### src/rtl/fir_pkg.sv
`default_nettype none
// ============================================================================
// Package  : fir_pkg
// Purpose  : Types and sizing shared by the symmetric FIR controller and its
//            datapath: controller state encoding, tap index type, the
//            control token carried alongside the MAC pipeline, and the tap
//            index width function.
// Revision : 1.0  initial release
// ============================================================================
package fir_pkg;

   typedef enum logic [1:0] {
      ST_IDLE  = 2'd0,
      ST_MAC   = 2'd1,
      ST_DRAIN = 2'd2,
      ST_HOLD  = 2'd3
   } fir_state_e;

   // Index width for a filter of ntaps taps; never below one bit.
   function automatic int fir_iw(input int ntaps);
      return (ntaps <= 2) ? 1 : $clog2(ntaps);
   endfunction

   localparam int FIR_NTAPS_DEF = 8;
   localparam int FIR_IW_DEF    = fir_iw(FIR_NTAPS_DEF);

   // Tap index type for the default filter length, shared with the datapath.
   typedef logic [FIR_IW_DEF-1:0] tap_idx_t;

   // Control token travelling alongside the pre-add/multiply pipeline.
   typedef struct packed {
      logic vld;
      logic first;
   } ctrl_tok_t;

endpackage
`default_nettype wire

### src/rtl/fir_ctrl_pipe.sv
`default_nettype none
// ============================================================================
// Module   : fir_ctrl_pipe
// Purpose  : PIPE-deep shift register for {vld, first} control tokens so the
//            accumulator controls line up with the datapath latency.
//            PIPE = 0 is a straight wire.
// Ports    : clk    in   clock, rising edge
//            rst_n  in   asynchronous active-low reset (empties the pipe)
//            tok_i  in   token issued this cycle
//            tok_o  out  token retiring this cycle
// Revision : 1.0  initial release
// ============================================================================
module fir_ctrl_pipe
   import fir_pkg::*;
#(
   parameter int PIPE = 2
) (
   input  logic      clk,
   input  logic      rst_n,
   input  ctrl_tok_t tok_i,
   output ctrl_tok_t tok_o
);

   generate
      if (PIPE == 0) begin : g_bypass
         assign tok_o = tok_i;
      end else begin : g_regs
         ctrl_tok_t stage_q [PIPE];

         always_ff @(posedge clk or negedge rst_n) begin
            if (!rst_n) begin
               for (int i = 0; i < PIPE; i++) begin
                  stage_q[i] <= '0;
               end
            end else begin
               stage_q[0] <= tok_i;
               for (int i = 1; i < PIPE; i++) begin
                  stage_q[i] <= stage_q[i-1];
               end
            end
         end

         assign tok_o = stage_q[PIPE-1];
      end
   endgenerate

endmodule
`default_nettype wire

### src/rtl/fir_tap_sched.sv
`default_nettype none
// ============================================================================
// Module   : fir_tap_sched
// Purpose  : Sequencing controller for the symmetric FIR datapath. Accepts
//            one sample per handshake, shifts the delay line, walks the
//            NTAPS/2 symmetric tap pairs through one shared pre-add/multiply
//            unit, drives pipeline-aligned accumulator controls and presents
//            the finished result with a valid/ready handshake.
// Ports    : clk, rst_n      clock / async active-low reset
//            in_valid_i      sample available       in_ready_o   can accept
//            flush_i         clear line (IDLE only) line_clr_o   clear pulse
//            shift_en_o      delay-line shift enable
//            sel_lo_o        low tap k              sel_hi_o     tap NTAPS-1-k
//            coef_idx_o      coefficient k
//            acc_clr_o       accumulator load       acc_en_o     acc update
//            out_valid_o     result ready           out_ready_i  sink takes it
//            out_primed_o    result built from a full delay line
// Revision : 1.0  initial release
// ============================================================================
module fir_tap_sched
   import fir_pkg::*;
#(
   parameter int NTAPS = 8,
   parameter int PIPE  = 2,
   parameter int IW    = fir_iw(NTAPS)
) (
   input  logic          clk,
   input  logic          rst_n,
   input  logic          in_valid_i,
   output logic          in_ready_o,
   input  logic          flush_i,
   output logic          shift_en_o,
   output logic          line_clr_o,
   output logic [IW-1:0] sel_lo_o,
   output logic [IW-1:0] sel_hi_o,
   output logic [IW-1:0] coef_idx_o,
   output logic          acc_clr_o,
   output logic          acc_en_o,
   output logic          out_valid_o,
   input  logic          out_ready_i,
   output logic          out_primed_o
);

   localparam int M  = NTAPS / 2;
   localparam int CW = $clog2(NTAPS + 1);
   localparam int DW = (PIPE > 1) ? $clog2(PIPE) : 1;

   localparam logic [IW-1:0] K_LAST     = IW'(M - 1);
   localparam logic [IW-1:0] SEL_HI_TOP = IW'(NTAPS - 1);
   localparam logic [CW-1:0] FILL_MAX   = CW'(NTAPS);
   localparam logic [DW-1:0] DRAIN_LOAD = DW'(PIPE - 1);

   fir_state_e    state_q;
   logic [IW-1:0] k_q;
   logic [IW-1:0] sel_hi_q;
   logic [CW-1:0] fill_q;
   logic [DW-1:0] drain_q;
   logic          ready_q;
   logic          out_valid_q;
   logic          out_primed_q;

   logic          flush_d;
   logic          accept_d;
   ctrl_tok_t     issue_tok;
   ctrl_tok_t     retire_tok;

   // ready_q is high only while idle and is held low through reset, so the
   // handshake outputs below are all zero while rst_n is asserted. Flush
   // takes priority over a coincident sample.
   assign flush_d    = ready_q & flush_i;
   assign accept_d   = ready_q & ~flush_i & in_valid_i;

   assign in_ready_o = ready_q & ~flush_i;
   assign shift_en_o = accept_d;
   assign line_clr_o = flush_d;

   // k_q and sel_hi_q are parked at 0 outside MAC.
   assign sel_lo_o   = k_q;
   assign coef_idx_o = k_q;
   assign sel_hi_o   = sel_hi_q;

   assign out_valid_o  = out_valid_q;
   assign out_primed_o = out_primed_q;

   always_ff @(posedge clk or negedge rst_n) begin
      if (!rst_n) begin
         state_q      <= ST_IDLE;
         k_q          <= '0;
         sel_hi_q     <= '0;
         fill_q       <= '0;
         drain_q      <= '0;
         ready_q      <= 1'b0;
         out_valid_q  <= 1'b0;
         out_primed_q <= 1'b0;
      end else begin
         case (state_q)
            ST_IDLE: begin
               if (flush_d) begin
                  fill_q  <= '0;
                  ready_q <= 1'b1;
               end else if (accept_d) begin
                  if (fill_q != FILL_MAX) begin
                     fill_q <= fill_q + 1'b1;
                  end
                  k_q      <= '0;
                  sel_hi_q <= SEL_HI_TOP;
                  ready_q  <= 1'b0;
                  state_q  <= ST_MAC;
               end else begin
                  ready_q <= 1'b1;
               end
            end

            ST_MAC: begin
               if (k_q == K_LAST) begin
                  k_q      <= '0;
                  sel_hi_q <= '0;
                  if (PIPE == 0) begin
                     // No pipeline to drain: result is complete already.
                     out_valid_q  <= 1'b1;
                     out_primed_q <= (fill_q == FILL_MAX);
                     state_q      <= ST_HOLD;
                  end else begin
                     drain_q <= DRAIN_LOAD;
                     state_q <= ST_DRAIN;
                  end
               end else begin
                  k_q      <= k_q + 1'b1;
                  sel_hi_q <= sel_hi_q - 1'b1;
               end
            end

            ST_DRAIN: begin
               // Leaves on the cycle the last token retires into the acc.
               if (drain_q == '0) begin
                  out_valid_q  <= 1'b1;
                  out_primed_q <= (fill_q == FILL_MAX);
                  state_q      <= ST_HOLD;
               end else begin
                  drain_q <= drain_q - 1'b1;
               end
            end

            ST_HOLD: begin
               if (out_ready_i) begin
                  out_valid_q  <= 1'b0;
                  out_primed_q <= 1'b0;
                  ready_q      <= 1'b1;
                  state_q      <= ST_IDLE;
               end
            end

            default: begin
               state_q <= ST_IDLE;
            end
         endcase
      end
   end

   assign issue_tok.vld   = (state_q == ST_MAC);
   assign issue_tok.first = (k_q == '0);

   fir_ctrl_pipe #(
      .PIPE (PIPE)
   ) u_ctrl_pipe (
      .clk   (clk),
      .rst_n (rst_n),
      .tok_i (issue_tok),
      .tok_o (retire_tok)
   );

   assign acc_en_o  = retire_tok.vld;
   assign acc_clr_o = retire_tok.vld & retire_tok.first;

endmodule
`default_nettype wire

### config.mk
export PLATFORM = sky130hd
export DESIGN_NAME = fir_tap_sched
export DESIGN_NICKNAME = d
export VERILOG_FILES = /design/src/rtl/fir_pkg.sv /design/src/rtl/fir_ctrl_pipe.sv /design/src/rtl/fir_tap_sched.sv
export SDC_FILE = /design/constraint.sdc
export NUM_CORES = 1
export LEC_CHECK = 0
export CAP_MARGIN = 20
export CORE_MARGIN = 1.5
export CORE_UTILIZATION = 30
export DETAILED_ROUTE_END_ITERATION = 16
export PLACE_DENSITY = 0.56
export SYNTH_ARGS = -nofsm -noshare
export SYNTH_HDL_FRONTEND = slang
export SYNTH_SLANG_ARGS = --single-unit
### constraint.sdc
create_clock -name clk -period 1.7 [get_ports clk]
set_input_delay 0.17 -clock clk [delete_from_list [all_inputs] [get_ports clk]]
set_output_delay 0.17 -clock clk [all_outputs]
set_load 0.01 [all_outputs]
==> out/metrics.yaml <==
num_antenna_cells: 0
powerDensity_nw_per_um2: 1582
drv_cap: 0
area_growth_pct: 29.53
grt_pass1_vias: 779
start_util_pct: 32.00
hold_violations: 0
final_common_cell: "dfrtp_1"
finalSetupViolations: 0
critical_path_arrival_ps: 1780
syn_area_um2: 1085
port_buffers: 20
p_comb_share_pct: 48.0
syn_inst: 106
grt_pass1_wl_um: 3567
root_buffer: "clkbuf_4"
gp_congestion: 0.7467
post_cts_buffers: 0
synth_seq_cells: 20
period_minus_slack_ps: 1580
ir_drop_mv: 0.9611
yosysUniqueCellTypes: 35
finClkSkew_ps: 9.573
required_ps: 1900
h-tree-depth: 1
viasPerCell: 4.650
max-clock-path-buffers: 2
min_path_type: "in2async"
cts.sinks: 20
switching_share_pct: 35.65
grt_overflow: 0
drt_first_pass_iters: 4
layout_common_cells: "20 x dfrtp_1, 18 x clkdlybuf4s50_1, 13 x inv_1"
crit_path_end_kind: "register"
core_um2: 3390
antenna_found_initial: 0
slew_violations: 0
grt_max_degree: 21
yosys_warnings: 0
synth_nets: 120
drc_errors: 0
initialDrtViolationCount: 8
drive_gt1_share_pct: 15.27
vias: 823
worst_pin_slew_ps: 275.9
fmax_ghz: 0.6331
place_hpwl_um: 1532
yosysSeqAreaShare_pct: 46.14
drt_wl_total_um: 2068
grt_usage_pct: 11.25
status: "finished, final reports clean"
clkSlewWorstSetupHoldPaths_ps: 120
fp.dieH_um: 63.13
io_pins: 21
power.switching_w: 0.0007925
row_count: 21
timing.final.crit_share_pct: 92.91
cts_hold_buf: 0
cts_made_buffers: 3
critical_path_class: "reg2reg"
relSlewSlack_pct: 81.57
p_int_w: 0.001431
fin_nets: 146
clock_latency_ps: 310
rsz0062_at_grt: "no"
dieArea_um2: 3985
cts_tree: "built"
avgSynthCellArea_um2: 10.23
p_clk_share_pct: 17.8
ant_nets: 0
crit_fanout: 5
seq_power_share_pct: 34.3
utilization_pct: 41.45
die_w_um: 63.13
tns_ps: 0
drt-wirelength-per-cell_um: 11.68
start_kind: "register"
p_leak_nw: 0.6387
power groups by stage:
| stage | clock network (W) | registers, W | logic [W] |
|---|---|---|---|
| final | 0.000395 | 0.000761 | 0.00107 |
| after global routing | 0.000429 | 0.000790 | 0.00120 |
| after CTS | 0.000409 | 0.000763 | 0.00107 |
| after detailed placement | 0 | 0.000774 | 0.00107 |
| after global placement | 0 | 0.000762 | 0.00104 |
| after floorplan | 0 | 0.000780 | 0.000663 |
worst paths after layout:
| kind | start | endpoint | slack [ps] | cells after the start |
|---|---|---|---|---|
| worst min-delay path | rst_n | u_ctrl_pipe.tok_o[1] | 190 | 2 |
| worst max register to register | state_q[0] | state_q[1] | 120 | 5 |
| worst min register to register | u_ctrl_pipe.g_regs.stage_q[3] | u_ctrl_pipe.tok_o[1] | 360 | 0 |
| min in group clk | u_ctrl_pipe.g_regs.stage_q[3] | u_ctrl_pipe.tok_o[1] | 360 | 0 |
| worst max-delay path | state_q[0] | state_q[1] | 120 | 5 |
| max in group asynchronous | rst_n | fill_q[0] | 1290 | 2 |
metal layers:
layer / global-route usage, % / vias up / wire (µm)
li1: - / 414 / -
met1: 14.22 / 381 / 1007
met2: 18.48 / 26 / 921
met3: 3.750 / 2 / 113
met4: 2.778 / 0 / 26
met5: 0 / - / 0
timing repair:
item / in CTS / in global routing
resized for setup: 1 / 3
pin swaps: 0 / 0
setup endpoints to repair: 1 / 4
cells in the mapped netlist, drive strengths merged:
cell / count / area share [%]
o211ai: 3 / 2.1
nor2b: 3 / 1.7
and3b: 1 / 0.81
nand3b: 1 / 0.69
clkdlybuf4s25: 1 / 0.92
o22a: 1 / 0.81
o21a: 2 / 1.4
nand3: 1 / 0.46
a21boi: 1 / 0.69
o21ai: 10 / 4.6
a21oi: 6 / 3.1
buf: 5 / 4.2
nand2: 4 / 1.4
or2b: 1 / 0.69
and2: 2 / 1.3
inv: 13 / 4.5
clkbuf: 1 / 0.35
a32oi: 1 / 0.81
and2b: 2 / 1.6
nor3: 1 / 0.46
ha: 9 / 10
nor2: 4 / 1.4
mux2: 2 / 2.4
a221o: 1 / 0.92
o22ai: 1 / 0.58
a211o: 1 / 0.81
a22o: 1 / 0.81
nor4: 2 / 1.2
nand2b: 1 / 0.58
nand4: 4 / 2.3
dfrtp: 20 / 46
area by class of cell:
cell class | count | area, µm²
clock buffers | 3 | 22.52
clock inverters | 1 | 30.03
fillers | 340 | 1984
inverters | 13 | 48.80
multi-input cells | 66 | 480.5
flip-flops and latches | 20 | 500.5
well taps | 46 | 57.56
repair buffers | 28 | 265.3
metrics by stage:
stage	hold slack [ps]	std cells	power [W]	setup WS (ps)	cell area [µm²]
2_1_floorplan	-125.6	106	0.001443	11.55	1085
3_3_place_gp	331.9	173	0.001799	51.44	1344
3_5_place_dp	337.1	173	0.001841	40.61	1344
4_1_cts	191.7	177	0.002244	10.01	1398
5_1_grt	201.4	177	0.002414	24.41	1405
6_report	186.7	177	0.002223	120.5	1405
sequential cells by signal (all words and copies together), names as in the netlist:
register,flops
out_primed_o,1
ready_q,1
fill_q,4
coef_idx_o,3
state_q,2
sel_hi_o,3
drain_q,1
u_ctrl_pipe.tok_o,2
out_valid_o,1
u_ctrl_pipe.g_regs.stage_q,2
kinds of logic (layout without fill, tap and decap cells):
kind of cell             after synthesis  count (layout)  share of synthesized area [%]
AO/OA/AOI/OAI                         28              28                          16.61
AND/OR/NAND/NOR                       27              27                          14.53
flip-flops                            20              20                          46.14
buffers and inverters                 20              45                          9.919
adder cells (fa/ha/maj)                9               9                          10.38
multiplexers                           2               2                          2.422
critical path, cell delays in order (launching register included):
cell	delay, ps
dfrtp_1	420
inv_1	110
ha_2	250
inv_1	80
o211ai_1	250
mux2_2	360
No activity file was read; power rests on OpenSTA's default activity.
==> edit 1 (config.mk and constraints unchanged) <==
The 4 states of `fir_state_e` get a one-hot encoding in 4 bits.
--- a/src/rtl/fir_pkg.sv
+++ b/src/rtl/fir_pkg.sv
@@ -9,11 +9,11 @@
 // ============================================================================
 package fir_pkg;
 
-   typedef enum logic [1:0] {
-      ST_IDLE  = 2'd0,
-      ST_MAC   = 2'd1,
-      ST_DRAIN = 2'd2,
-      ST_HOLD  = 2'd3
+   typedef enum logic [3:0] {
+      ST_IDLE  = 4'b0001,
+      ST_MAC   = 4'b0010,
+      ST_DRAIN = 4'b0100,
+      ST_HOLD  = 4'b1000
    } fir_state_e;
 
    // Index width for a filter of ntaps taps; never below one bit.
Behaviour: no difference found for any inputs over 10 cycles, from zero or initial values and one cycle with rst_n low; not proved beyond that.
==> edit 1 against the original RTL <==
- worst setup slack got worse by 54 ps
- largest cell class unchanged
- fmax is 3.3% lower
- area after synthesis up 11%
- design area is 8.3% higher
- critical path depth down 2
- die area up 10%
- clock skew down 6.0 ps
- synthesized cell count increased by 7.5%
- sequential cell count grew 2
- routed wire length rose by 17%
Power is not compared: it rests on default switching activity, and its combinational part moved more than twofold at a synthesized area within 25%.
==> edit 1: results (changes against the original RTL) <==
critical_path:
  r2r_cells: 3  # was 5
  reg2reg_slack_ps: 70  # was 120 ps
  reg2reg_to: "fill_q[1]"  # was state_q[1]
  cp_max_fo: 8  # was 5
  r2r-start: "state_q[0]"  # unchanged
logic_synthesis:
  synth_nets: 124  # was 120
  async_reset_ff_share_pct: 100  # unchanged
  synth_cell_types: 46  # was 35
  synthTopCellsByArea: "dfrtp_1 (44%), ha_1 (5.2%), inv_1 (3.1%)"  # was dfrtp_1 (46%), ha_1 (10%), o21ai_0 (4.6%)
  yosys-top-cells-count: "dfrtp_1 (21), inv_1 (10), nand2_1 (7)"  # was dfrtp_1 (20), inv_1 (13), o21ai_0 (10)
  yosysSeqAreaShare_pct: 45.9  # was 46.1%
  yosysWarningCount: 0  # unchanged
cts:
  cts_buffers: 3  # unchanged
  clk_latency_ps: 260  # was 310 ps
  htreeDepth: 1  # unchanged
  cts.clk_slew.worst_paths_ps: 80  # was 120 ps
  cts.path.max_buffers: 2  # unchanged
  root_buffer: "clkbuf_8"  # was clkbuf_4
placement:
  placed_cell_area_mm2: 0.00146  # was 0.00134 mm2
  io_buffers: 20  # unchanged
  gp_congestion: 0.818  # was 0.747
  hpwl_mm: 1.87  # was 1.53 mm
routing:
  wl_per_cell_um: 12.9  # was 11.7 um
  drc: 0  # unchanged
  vias: 931  # was 823
  drtPass1Iterations: 4  # unchanged
  initialDrtViolationCount: 25  # was 8
power_and_ir_drop:
  p_sw_share_pct: 30.5
  p_leak_nw: 0.667
  peakVddDrop_mv: 0.532
finish:
  antennaDiodeCount: 0  # unchanged
  nFillCells: 386  # was 340
  final_nets: 150  # was 146
  final_core_util_pct: 40.6  # was 41.5%
  reg_top3: "fill_q: 4 flops, state_q: 4 flops"
  drive_gt1_share_pct: 17.3  # was 15.3%
worst_hold_path:
  hold_class: "input port to async pin"  # unchanged
sta:
  clock_skew_ps: 3.57  # was 9.57 ps
  fin_setup_tns_ps: 0  # unchanged
  relSlewSlack_pct: 75.2  # was 81.6%
global_route:
  grt_max_degree: 23  # was 21
  grt_usage_pct: 12.4  # was 11.3%
  grt_pass1_wl_mm: 4.22  # was 3.57 mm
  antenna_found_initial: 0  # unchanged
  first_global_vias: 905  # was 779
status:
  status: "finished, final reports clean"  # unchanged
[edit 1: cell types whose count changed after synthesis, moves of 3 or more]
cell      unedited run  this run
ha_1                 9         5
o211ai_1             3         0
a31oi_1              0         4
inv_1               13        10
nand2_1              4         7
nor3_1               1         4
o21ai_0             10         3
[edit 1: worst max path at each step]
stage,start,to,slack [ps],cells after the start
global route,ready_q,in_ready_o,8,3
floorplan,state_q[0],fill_q[1],150,3
global placement,flush_i,shift_en_o,110,3
detailed placement,state_q[0],fill_q[1],70,3
finish,state_q[0],fill_q[1],70,3
CTS,ready_q,in_ready_o,10,3
[edit 1: per-stage QoR]
stage	instances	worst slack, ps	hold WS [ps]
global placement	182	107	332
finish	187	66.1	266
CTS	186	11.9	274
detailed placement	182	69.5	340
floorplan	114	151	-126
global route	187	8.17	306
[edit 1: logic make-up (layout without fill, tap and decap cells)]
logic type / Yosys count / in the layout / synth area share (%)
AO/OA/AOI/OAI: 27 / 27 / 16.1
adder cells (fa/ha/maj): 5 / 5 / 5.21
flip-flops: 22 / 22 / 45.9
AND/OR/NAND/NOR: 40 / 40 / 22.3
buffers and inverters: 20 / 45 / 10.4
[edit 1: metal layers]
layer | up-vias | wire length, um | global-route usage, %
met5 | - | 0 | 0
met4 | 0 | 13 | 5.10
met3 | 2 | 73 | 1.87
met2 | 20 | 1130 | 18.8
met1 | 449 | 1200 | 17.6
li1 | 460 | - | -
[edit 1: layout make-up]
| cell class | instances | share of cell area [%] |
|---|---|---|
| clock buffer | 4 | 3.62 |
| timing repair buffer | 30 | 18.1 |
| inverter | 11 | 3.54 |
| tap | 48 | 3.95 |
| sequential | 22 | 36.3 |
| multi-input combinational | 72 | 34.5 |
[edit 1: repair_timing]
action / CTS / global route
setup buffers: 0 / 1
setup endpoints to repair: 0 / 2
resized for setup: 0 / 1
[edit 1: critical path, stage by stage (launching register included)]
cell	delay, ps
dfstp_2	590
or4b_4	510
o41ai_2	310
o21ai_1	100
[edit 1: power by group through the flow]
stage / combinational (mW) / clock [mW] / sequential [mW]
after floorplan: 0.283 / 0 / 0.697
after global placement: 0.454 / 0 / 0.704
after detailed placement: 0.470 / 0 / 0.702
after CTS: 0.470 / 0.381 / 0.694
after global routing: 0.532 / 0.420 / 0.707
final: 0.471 / 0.370 / 0.695
==> edit 2 (same settings) <==
Made on the original files. `PIPE` is set to 2 in 2 places; all go to 4.
--- a/src/rtl/fir_ctrl_pipe.sv
+++ b/src/rtl/fir_ctrl_pipe.sv
@@ -13,7 +13,7 @@
 module fir_ctrl_pipe
    import fir_pkg::*;
 #(
-   parameter int PIPE = 2
+   parameter int PIPE = 4
 ) (
    input  logic      clk,
    input  logic      rst_n,
--- a/src/rtl/fir_tap_sched.sv
+++ b/src/rtl/fir_tap_sched.sv
@@ -21,7 +21,7 @@
    import fir_pkg::*;
 #(
    parameter int NTAPS = 8,
-   parameter int PIPE  = 2,
+   parameter int PIPE  = 4,
    parameter int IW    = fir_iw(NTAPS)
 ) (
    input  logic          clk,
Check against the original RTL: not equivalent (Yosys sat finds a counterexample within 10 cycles, from zero or initial values and one cycle with rst_n low).
==> edit 2 against the original RTL <==
- design area grew 18%
- critical path depth down 2
- utilization fell by 0.98 points
- final cell count is 13% higher
- sequential power grew 24%
- area after synthesis grew 19%
- count of clock-buffer cells in the layout stayed put
- routed wire length rose by 23%
- sequential cell count increased by 5
- power grew 24%
- synthesized cell count rose by 13%
- worst setup slack got worse by 41 ps
- register-to-register slack hardly changed
- highest routed layer unchanged
==> edit 2: results (changes against the original RTL) <==
status:
  status: "finished, final reports clean"  # unchanged
placement:
  dp_slack_ps: 15.7  # was 40.6 ps
  gp_congestion: 0.710  # was 0.747
  dp_cells: 194  # was 173
logic_synthesis:
  synth_nets: 136  # was 120
  yosysSeqAreaShare_pct: 48.4  # was 46.1%
  syn_avg_cell_area_um2: 10.8  # was 10.2 um2
  synthTopCellsByArea: "dfrtp_1 (48%), ha_1 (11%), o21ai_0 (5.4%)"  # was dfrtp_1 (46%), ha_1 (10%), o21ai_0 (4.6%)
finish:
  n_all_inverters: 14  # was 13
  seq_area_share_pct: 37.8  # was 35.6%
  nFillCells: 413  # was 340
  multi_input_area_um2: 579  # was 480 um2
  drive_gt1_share_pct: 16.0  # was 15.3%
  final_nets: 167  # was 146
  buffer_area_share_pct: 17.2  # was 18.9%
  seq_cell_count: 25  # was 20
cts:
  cts.clk_slew.worst_paths_ps: 90  # was 120 ps
global_route:
  met1_usage_pct: 16.1  # was 14.2%
  met2_usage_pct: 21.4  # was 18.5%
  grt_usage_pct: 12.7  # was 11.3%
floorplanning:
  core_area_mm2: 0.00409  # was 0.00339 mm2
power_and_ir_drop:
  p_sw_mw: 1.02  # was 792 uW
  p_sw_share_pct: 37.2  # was 35.6%
critical_path:
  reg2reg_slack_ps: 120  # about the same
  cp_max_fo: 3  # was 5
  r2r_cells: 7  # was 5
  critPathLaunch: "ready_q"  # was state_q[0]
sta:
  clock_skew_ps: 1.72  # was 9.57 ps
## edit 2: cells by family (layout without fill, tap and decap cells)
kind of cell / Yosys count / in the layout / synth area share (%)
AO/OA/AOI/OAI: 33 / 33 / 16.4
AND/OR/NAND/NOR: 28 / 28 / 13.8
flip-flops: 25 / 25 / 48.4
buffers and inverters: 19 / 49 / 7.06
adder cells (fa/ha/maj): 11 / 11 / 10.6
multiplexers: 4 / 4 / 3.67
## edit 2: worst min-delay path by stage
stage | to | from | cells past startpoint
after floorplan | coef_idx_o[0] | rst_n | 0
after global placement | u_ctrl_pipe.g_regs.stage_q[4] | u_ctrl_pipe.g_regs.stage_q[6] | 0
after detailed placement | u_ctrl_pipe.g_regs.stage_q[4] | u_ctrl_pipe.g_regs.stage_q[6] | 0
after CTS | sel_hi_o[0] | rst_n | 2
after global routing | sel_hi_o[0] | rst_n | 2
final | fill_q[3] | rst_n | 2
## edit 2: critical path: stages (launching register included)
cell	delay, ps
dfrtp_1	400
buf_4	150
and2_1	160
clkdlybuf4s50_1	470
